$ cat config.mk
export PLATFORM = sky130hd
export DESIGN_NAME = serial_frame_deserializer_flat
export DESIGN_NICKNAME = d
export VERILOG_FILES = /design/src/rtl/serial_pkg.sv /design/src/rtl/serial_frame_deserializer_if.sv /design/src/rtl/serial_bit_counter.sv /design/src/rtl/serial_frame_deserializer.sv /design/src/flat_wrapper.sv
export SDC_FILE = /design/constraint.sdc
export NUM_CORES = 1
export LEC_CHECK = 0
export CAP_MARGIN = 20
export CORE_ASPECT_RATIO = 1.4
export CORE_MARGIN = 2
export CORE_UTILIZATION = 30
export CTS_CLUSTER_SIZE = 12
export DETAILED_ROUTE_END_ITERATION = 10
export GPL_TIMING_DRIVEN = 0
export SETUP_SLACK_MARGIN = 0.4
export SYNTH_ARGS = -nofsm -noshare
export SYNTH_HDL_FRONTEND = slang
export SYNTH_SLANG_ARGS = --single-unit
$ cat constraint.sdc
create_clock -name clk -period 3.1 [get_ports clk]
set_input_delay 0.62 -clock clk [delete_from_list [all_inputs] [get_ports clk]]
set_output_delay 0.62 -clock clk [all_outputs]
set_load 0.1 [all_outputs]
$ cat src/rtl/serial_pkg.sv
// Shared definitions for the serial frame deserializer.
//   state_t       - receiver FSM states (PARITY only reachable when the
//                   SERIAL_DESER_PARITY_EN build option is defined)
//   DEFAULT_WIDTH - default frame payload width in bits
//   cnt_width()   - bit-counter width able to hold 0..width
package serial_pkg;

  localparam int DEFAULT_WIDTH = 32;

  typedef enum logic [1:0] {
    IDLE   = 2'd0,
    SHIFT  = 2'd1,
    HOLD   = 2'd2,
    PARITY = 2'd3
  } state_t;

  function automatic int cnt_width(input int width);
    return $clog2(width + 1);
  endfunction

endpackage

$ cat src/rtl/serial_frame_deserializer_if.sv
// Bundle between the serial link / parallel consumer and the deserializer.
//   sin, sin_en, frame_start : serial bit, bit strobe, frame-start qualifier
//   pout, pout_valid, pout_ready : parallel word handshake
//   busy, overrun, parity_err    : status
// modport slave  - the deserializer
// modport master - the environment driving the link and consuming words
interface serial_frame_deserializer_if #(
  parameter int WIDTH = serial_pkg::DEFAULT_WIDTH
);
  logic             sin;
  logic             sin_en;
  logic             frame_start;
  logic [WIDTH-1:0] pout;
  logic             pout_valid;
  logic             pout_ready;
  logic             busy;
  logic             overrun;
  logic             parity_err;

  modport slave (
    input  sin, sin_en, frame_start, pout_ready,
    output pout, pout_valid, busy, overrun, parity_err
  );

  modport master (
    output sin, sin_en, frame_start, pout_ready,
    input  pout, pout_valid, busy, overrun, parity_err
  );
endinterface

$ cat src/rtl/serial_bit_counter.sv
// Payload bit counter for the deserializer.
//   clk, rst (sync, active-low) : clock / reset
//   load : start of frame, count <= 1 (bit 0 is captured in the same cycle)
//   inc  : one more payload bit captured; saturates at WIDTH, never wraps
//   last : count == WIDTH-1, i.e. the next captured bit completes the frame
module serial_bit_counter
  import serial_pkg::*;
#(
  parameter int WIDTH = DEFAULT_WIDTH
) (
  input  logic clk,
  input  logic rst,
  input  logic load,
  input  logic inc,
  output logic last
);
  localparam int CW = cnt_width(WIDTH);

  logic [CW-1:0] count;

  always_ff @(posedge clk) begin
    if (!rst) begin
      count <= '0;
    end else if (load) begin
      count <= CW'(1);
    end else if (inc && (count != CW'(WIDTH))) begin
      count <= count + CW'(1);
    end
  end

  // Flagged one bit early so the FSM can leave SHIFT on the same edge that
  // captures the final bit, keeping pout_valid one cycle behind it.
  assign last = (count == CW'(WIDTH - 1));

endmodule

$ cat src/rtl/serial_frame_deserializer.sv
// Serial-in / parallel-out frame receiver.
// Collects WIDTH bits strobed by sin_en (frame_start marks bit 0) and holds
// the assembled word on pout under a pout_valid/pout_ready handshake.
//   clk  : clock, all state on posedge
//   rst  : synchronous active-low reset
//   bus  : serial_frame_deserializer_if.slave (serial input, parallel output,
//          busy / sticky overrun / parity_err status)
// Parameters: WIDTH (payload bits, >= 2), MSB_FIRST (1: first bit -> pout[WIDTH-1]).
// Build option SERIAL_DESER_PARITY_EN: one extra even-parity bit follows the
// payload; parity_err reports XOR(payload, parity bit). Undefined: parity_err = 0.
//
// state  | meaning
// IDLE   | waiting for frame_start & sin_en
// SHIFT  | collecting payload bits
// PARITY | waiting for the parity bit (parity build only)
// HOLD   | word presented, waiting for pout_ready
module serial_frame_deserializer
  import serial_pkg::*;
#(
  parameter int WIDTH     = DEFAULT_WIDTH,
  parameter bit MSB_FIRST = 1'b1
) (
  input logic                         clk,
  input logic                         rst,
  serial_frame_deserializer_if.slave  bus
);

  state_t           state, state_nxt;
  logic [WIDTH-1:0] sreg, sreg_nxt;
  logic [WIDTH-1:0] shifted, start_word;
  logic [WIDTH-1:0] pout_r;
  logic             pout_valid_r, busy_r, overrun_r;
  logic             start, cnt_load, cnt_inc, cnt_last, overrun_set;

  serial_bit_counter #(.WIDTH(WIDTH)) u_cnt (
    .clk  (clk),
    .rst  (rst),
    .load (cnt_load),
    .inc  (cnt_inc),
    .last (cnt_last)
  );

  assign start = bus.sin_en & bus.frame_start;

  assign shifted    = MSB_FIRST ? {sreg[WIDTH-2:0], bus.sin} : {bus.sin, sreg[WIDTH-1:1]};
  // A new frame clears the rest of the register so aborted partial data
  // never leaks into the next word.
  assign start_word = MSB_FIRST ? {{(WIDTH-1){1'b0}}, bus.sin} : {bus.sin, {(WIDTH-1){1'b0}}};

  always_comb begin
    state_nxt   = state;
    sreg_nxt    = sreg;
    cnt_load    = 1'b0;
    cnt_inc     = 1'b0;
    overrun_set = 1'b0;
    case (state)
      IDLE: begin
        if (start) begin
          sreg_nxt  = start_word;
          cnt_load  = 1'b1;
          state_nxt = SHIFT;
        end
      end
      SHIFT: begin
        if (start) begin
          sreg_nxt = start_word;
          cnt_load = 1'b1;
        end else if (bus.sin_en) begin
          sreg_nxt = shifted;
          cnt_inc  = 1'b1;
          if (cnt_last) begin
`ifdef SERIAL_DESER_PARITY_EN
            state_nxt = PARITY;
`else
            state_nxt = HOLD;
`endif
          end
        end
      end
`ifdef SERIAL_DESER_PARITY_EN
      PARITY: begin
        if (start) begin
          sreg_nxt  = start_word;
          cnt_load  = 1'b1;
          state_nxt = SHIFT;
        end else if (bus.sin_en) begin
          state_nxt = HOLD;
        end
      end
`endif
      HOLD: begin
        if (bus.pout_ready) begin
          state_nxt = IDLE;
          // Back-to-back: the transfer and bit 0 of the next frame share a cycle.
          if (start) begin
            sreg_nxt  = start_word;
            cnt_load  = 1'b1;
            state_nxt = SHIFT;
          end
        end else if (start) begin
          overrun_set = 1'b1;
        end
      end
      default: state_nxt = IDLE;
    endcase
  end

  always_ff @(posedge clk) begin
    if (!rst) begin
      state        <= IDLE;
      sreg         <= '0;
      pout_r       <= '0;
      pout_valid_r <= 1'b0;
      busy_r       <= 1'b0;
      overrun_r    <= 1'b0;
    end else begin
      state        <= state_nxt;
      sreg         <= sreg_nxt;
      pout_valid_r <= (state_nxt == HOLD);
      busy_r       <= (state_nxt == SHIFT);
      if (overrun_set) overrun_r <= 1'b1;
      // pout is loaded once on entry to HOLD and frozen until the next entry.
      if ((state_nxt == HOLD) && (state != HOLD)) pout_r <= sreg_nxt;
    end
  end

`ifdef SERIAL_DESER_PARITY_EN
  logic parity_r;

  always_ff @(posedge clk) begin
    if (!rst) begin
      parity_r <= 1'b0;
    end else if ((state == PARITY) && (state_nxt == HOLD)) begin
      parity_r <= (^sreg) ^ bus.sin;
    end
  end

  assign bus.parity_err = parity_r;
`else
  assign bus.parity_err = 1'b0;
`endif

  assign bus.pout       = pout_r;
  assign bus.pout_valid = pout_valid_r;
  assign bus.busy       = busy_r;
  assign bus.overrun    = overrun_r;

endmodule

$ cat src/flat_wrapper.sv
// flat-port wrapper written by rule: the top's interface ports become plain ports
module serial_frame_deserializer_flat import serial_pkg::*;
#(
  parameter int WIDTH     = DEFAULT_WIDTH,
  parameter bit MSB_FIRST = 1'b1
)
  (clk, rst, bus_sin, bus_sin_en, bus_frame_start, bus_pout_ready, bus_pout, bus_pout_valid, bus_busy, bus_overrun, bus_parity_err);
  serial_frame_deserializer_if #(.WIDTH(WIDTH)) bus_i ();
  input logic clk;
  input logic rst;
  input wire logic [$bits(bus_i.sin)-1:0] bus_sin;
  input wire logic [$bits(bus_i.sin_en)-1:0] bus_sin_en;
  input wire logic [$bits(bus_i.frame_start)-1:0] bus_frame_start;
  input wire logic [$bits(bus_i.pout_ready)-1:0] bus_pout_ready;
  output wire logic [$bits(bus_i.pout)-1:0] bus_pout;
  output wire logic [$bits(bus_i.pout_valid)-1:0] bus_pout_valid;
  output wire logic [$bits(bus_i.busy)-1:0] bus_busy;
  output wire logic [$bits(bus_i.overrun)-1:0] bus_overrun;
  output wire logic [$bits(bus_i.parity_err)-1:0] bus_parity_err;
  assign bus_i.sin = bus_sin;
  assign bus_i.sin_en = bus_sin_en;
  assign bus_i.frame_start = bus_frame_start;
  assign bus_i.pout_ready = bus_pout_ready;
  assign bus_pout = bus_i.pout;
  assign bus_pout_valid = bus_i.pout_valid;
  assign bus_busy = bus_i.busy;
  assign bus_overrun = bus_i.overrun;
  assign bus_parity_err = bus_i.parity_err;
  serial_frame_deserializer #(.WIDTH(WIDTH), .MSB_FIRST(MSB_FIRST)) u_core (.clk(clk), .rst(rst), .bus(bus_i));
endmodule
==> results.md <==
- Reg-to-Reg End: u_core.bus.pout[6]
- Worst Hold Class: reg2reg
- Post-synth EDFFs: 0
- RSZ-0062 raised after global routing: no
- Part of the Yosys area used for sequential elements: 50.11%
- Top cells by area, synth: dfxtp_1 50%, a21boi_1 7.6%, a22oi_1 7.6%
- Clock slew at reported path FFs: ~0.060 ns
- Flops & latches, synth: 74
- Num CTS Buffers: 9
- Fin nets: ~370
- CP required: 2.48 ns
- Max cap viols: 0
- DR WL/cell: about 13 um
- Share of cells above drive strength 1: around a tenth
- Synth async-reset ratio: 0%
- Initial Util: a little under a third
- Cells after Synth: 306
- # hold bufs at CTS: 0
- Tcrit/Tclk final: approximately 80%
- Vias per cell: around 4.6
- Yosys top cell by area: dfxtp_1
- Largest net degree at the start of global routing: 12
- Cells after DPL: around 480
- Mapped cell area: about 3000 sq um
- Clock Skews: between 0.006 and 0.007 ns
- CP Cell Sequence: clkdlybuf4s50_1
- FMAX: 408.5 MHz
- Most common cell in the netlist: dfxtp_1
- CP max-delay cell: clkdlybuf4s50_1
- Worst hold endpoint: u_core.bus.pout[9]
- PostCTS Resize Cnt: 0
- Reg2Reg Depth: 6
- Initial antenna violation count: 0
- Status: finished, final reports clean
- Die Span X: around 88 um
- WP data arrival: approximately 1.8 ns
- # setup viols final: 0
- Synth cell count leaders: 74 x dfxtp_1, 34 x nand2_1, 34 x nor2b_1, 31 x nand3_1
- Final RePlAce weighted congestion: 0.7221
- Yosys top cell area share: about 50%
- Setup Buffers After CTS: 0
- Max VDD drop: 0.3387 mV
- Worst Hold Launch: u_core.bus.pout[9]
- Initial drt markers: roughly 110
- Critical Path End Type: primary output
- CTS tree: done
- Vias in the first global route: about 2.2k
- Gr ovfl total: 0
- Tmin final: 2.448 ns
- Clk buf depth: 2
- Leak: 1.266 nW
- Crit path kind: reg2out
- Num ports: 42
- Post-Layout Cell Count: approximately 500
- Total power: 1.978 mW
- Ant. Diodes: 0
- Clock H-tree levels: 3
- Dominant synthesized flop cell: dfxtp_1
- CP max stage delay: 1.14 ns
- Dpl hpwl: around 4.5 mm
- Synth warn: 0
- CTS Sinks: 74
- Port bufs: 40
- Die footprint: approximately 11000 sq um
- Root buffer cell: clkbuf_16
- # rows: 42
- First-pass GRT wire length: 10.50 mm
- Synth unique cells: 37
- DRC: 0
- Drt total wl: between 6 and 7 mm
- Reg2Reg Setup Slack: 1.21 ns
- Crit start category: flop
- TritonRoute pass-1 iters: 4
- Hold Fails Final Rpt: 0
- Hold Path Depth: 2
- Latest clock arrival within the worst-skew pair: around 0.33 ns
- Setup_tns: 0 ns
- Detail Route Antenna Nets: 0
- Tot GR Track Use: between 10% and 20%
- WP buf/inv: 1
- Max-slew violation count: 0
- Mapped Avg Cell Area: 9.662 sq um
- Net Count, Synth: between 300 and 400
- Slew @ Worst Pin: a little under 1 ns
- Power per cell area: 522.1 nW/um^2
- Via count: between 2k and 2.5k
- Syn-to-layout area delta: 28.10%
- Die H: 121.5 um
- Worst path top cell family by delay: buffers and inverters
- Placeable core region: approximately 9500 sq um
- Critical-path maximum fanout: 2
- Reg2reg start: u_core.u_cnt.count[0]
- Worst slew margin: 34.80%
- Worst setup startpoint: u_core.bus.pout[27]
==> flip-flops by register name, summed over array words and instances, names as in the netlist <==
register,cells
u_core.sreg,31
u_core.bus.overrun,1
u_core.state,2
u_core.u_cnt.count,6
u_core.bus.pout,32
u_core.bus.busy,1
u_core.bus.pout_valid,1
==> layout by cell type, fill, tap and decap left out, types with 2 or more instances in the layout <==
| cell type | synthesis | routed |
|---|---|---|
| a21boi_0 | 3 | 3 |
| a21boi_1 | 30 | 30 |
| a21o_1 | 2 | 2 |
| a21oi_1 | 2 | 2 |
| a22oi_1 | 30 | 30 |
| buf_2 | 10 | 10 |
| buf_4 | 3 | 3 |
| buf_6 | 6 | 6 |
| clkbuf_1 | 7 | 10 |
| clkbuf_16 | 0 | 9 |
| clkdlybuf4s50_1 | 0 | 40 |
| clkinv_2 | 0 | 3 |
| dfxtp_1 | 74 | 74 |
| ha_1 | 2 | 2 |
| inv_1 | 3 | 3 |
| mux2i_1 | 2 | 2 |
| nand2_1 | 34 | 34 |
| nand2b_1 | 2 | 2 |
| nand3_1 | 31 | 31 |
| nor2_1 | 5 | 5 |
| nor2b_1 | 34 | 34 |
| nor3b_1 | 2 | 2 |
| o21a_1 | 4 | 4 |
| o21ai_0 | 2 | 2 |
| xnor2_1 | 2 | 2 |
| xor2_1 | 2 | 2 |
==> cell type report <==
| type | instances | area (sq um) |
|---|---|---|
| Timing Repair Buffer | 40 | 400.4 |
| Clock inverter | 3 | 15.01 |
| Tap cell | 132 | 165.2 |
| Fill cell | 945 | 5724 |
| Inverter | 3 | 11.26 |
| Multi-Input combinational cell | 203 | 1297 |
| Sequential cell | 74 | 1481 |
| Buffer | 26 | 166.4 |
| Clock buffer | 13 | 250.2 |
==> where the power goes <==
| group | internal, mW | switching (mW) |
|---|---|---|
| Sequential | 0.956 | 0.00472 |
| Combinational | 0.0363 | 0.0572 |
| Clock | 0.559 | 0.364 |
| Total | 1.55 | 0.426 |
==> routing by layer <==
layer	vias to the layer above	global-route usage, %	share of wire (%)
met5	-	0	0
met4	0	6.827	2.9
met3	13	3.946	3.9
met2	42	20.69	49
met1	1043	15.04	44
li1	1161	-	-
==> logic make-up after synthesis <==
family / synth area share [%]
AOI/OAI and AO/OA: 19.38
xor gates and xnor gates: 1.185
adders and majority gates: 0.8462
buffers and inverters: 6.009
DFF: 50.11
muxes: 0.6771
other: 0.1268
and+or+nand+nor: 21.67
==> worst register-to-register path, stage by stage (launching register included) <==
cell and delay [ns]:
dfxtp_1 0.38, ha_1 0.24, nand3_2 0.15, nor4b_4 0.59, buf_6 0.22, nand3_1 0.09
a21boi_1 0.15
==> worst max-delay path by stage <==
stage / endpoint / depth (start not counted)
after floorplan: u_core.bus.pout[10] / 7
after global placement: u_core.bus.pout[2] / 7
after detailed placement: u_core.bus.pout[24] / 7
after CTS: bus_pout[30] / 1
after global routing: bus_pout[27] / 1
final: bus_pout[27] / 1
==> through the flow <==
| step | setup WS [ns] | hold slack, ns | area (sq um) | util [%] |
|---|---|---|---|---|
| global placement | 0.6025 | 0.4414 | 3522 | 37.03 |
| detailed placement | 0.5679 | 0.4426 | 3522 | 37.03 |
| floorplan | 1.314 | 0.4471 | 2957 | - |
| global route | 0.6036 | 0.4671 | 3787 | 39.82 |
| finish | 0.6518 | 0.4473 | 3787 | 39.82 |
| CTS | 0.6329 | 0.4500 | 3787 | 39.82 |
(Power assumes the default switching activity.)
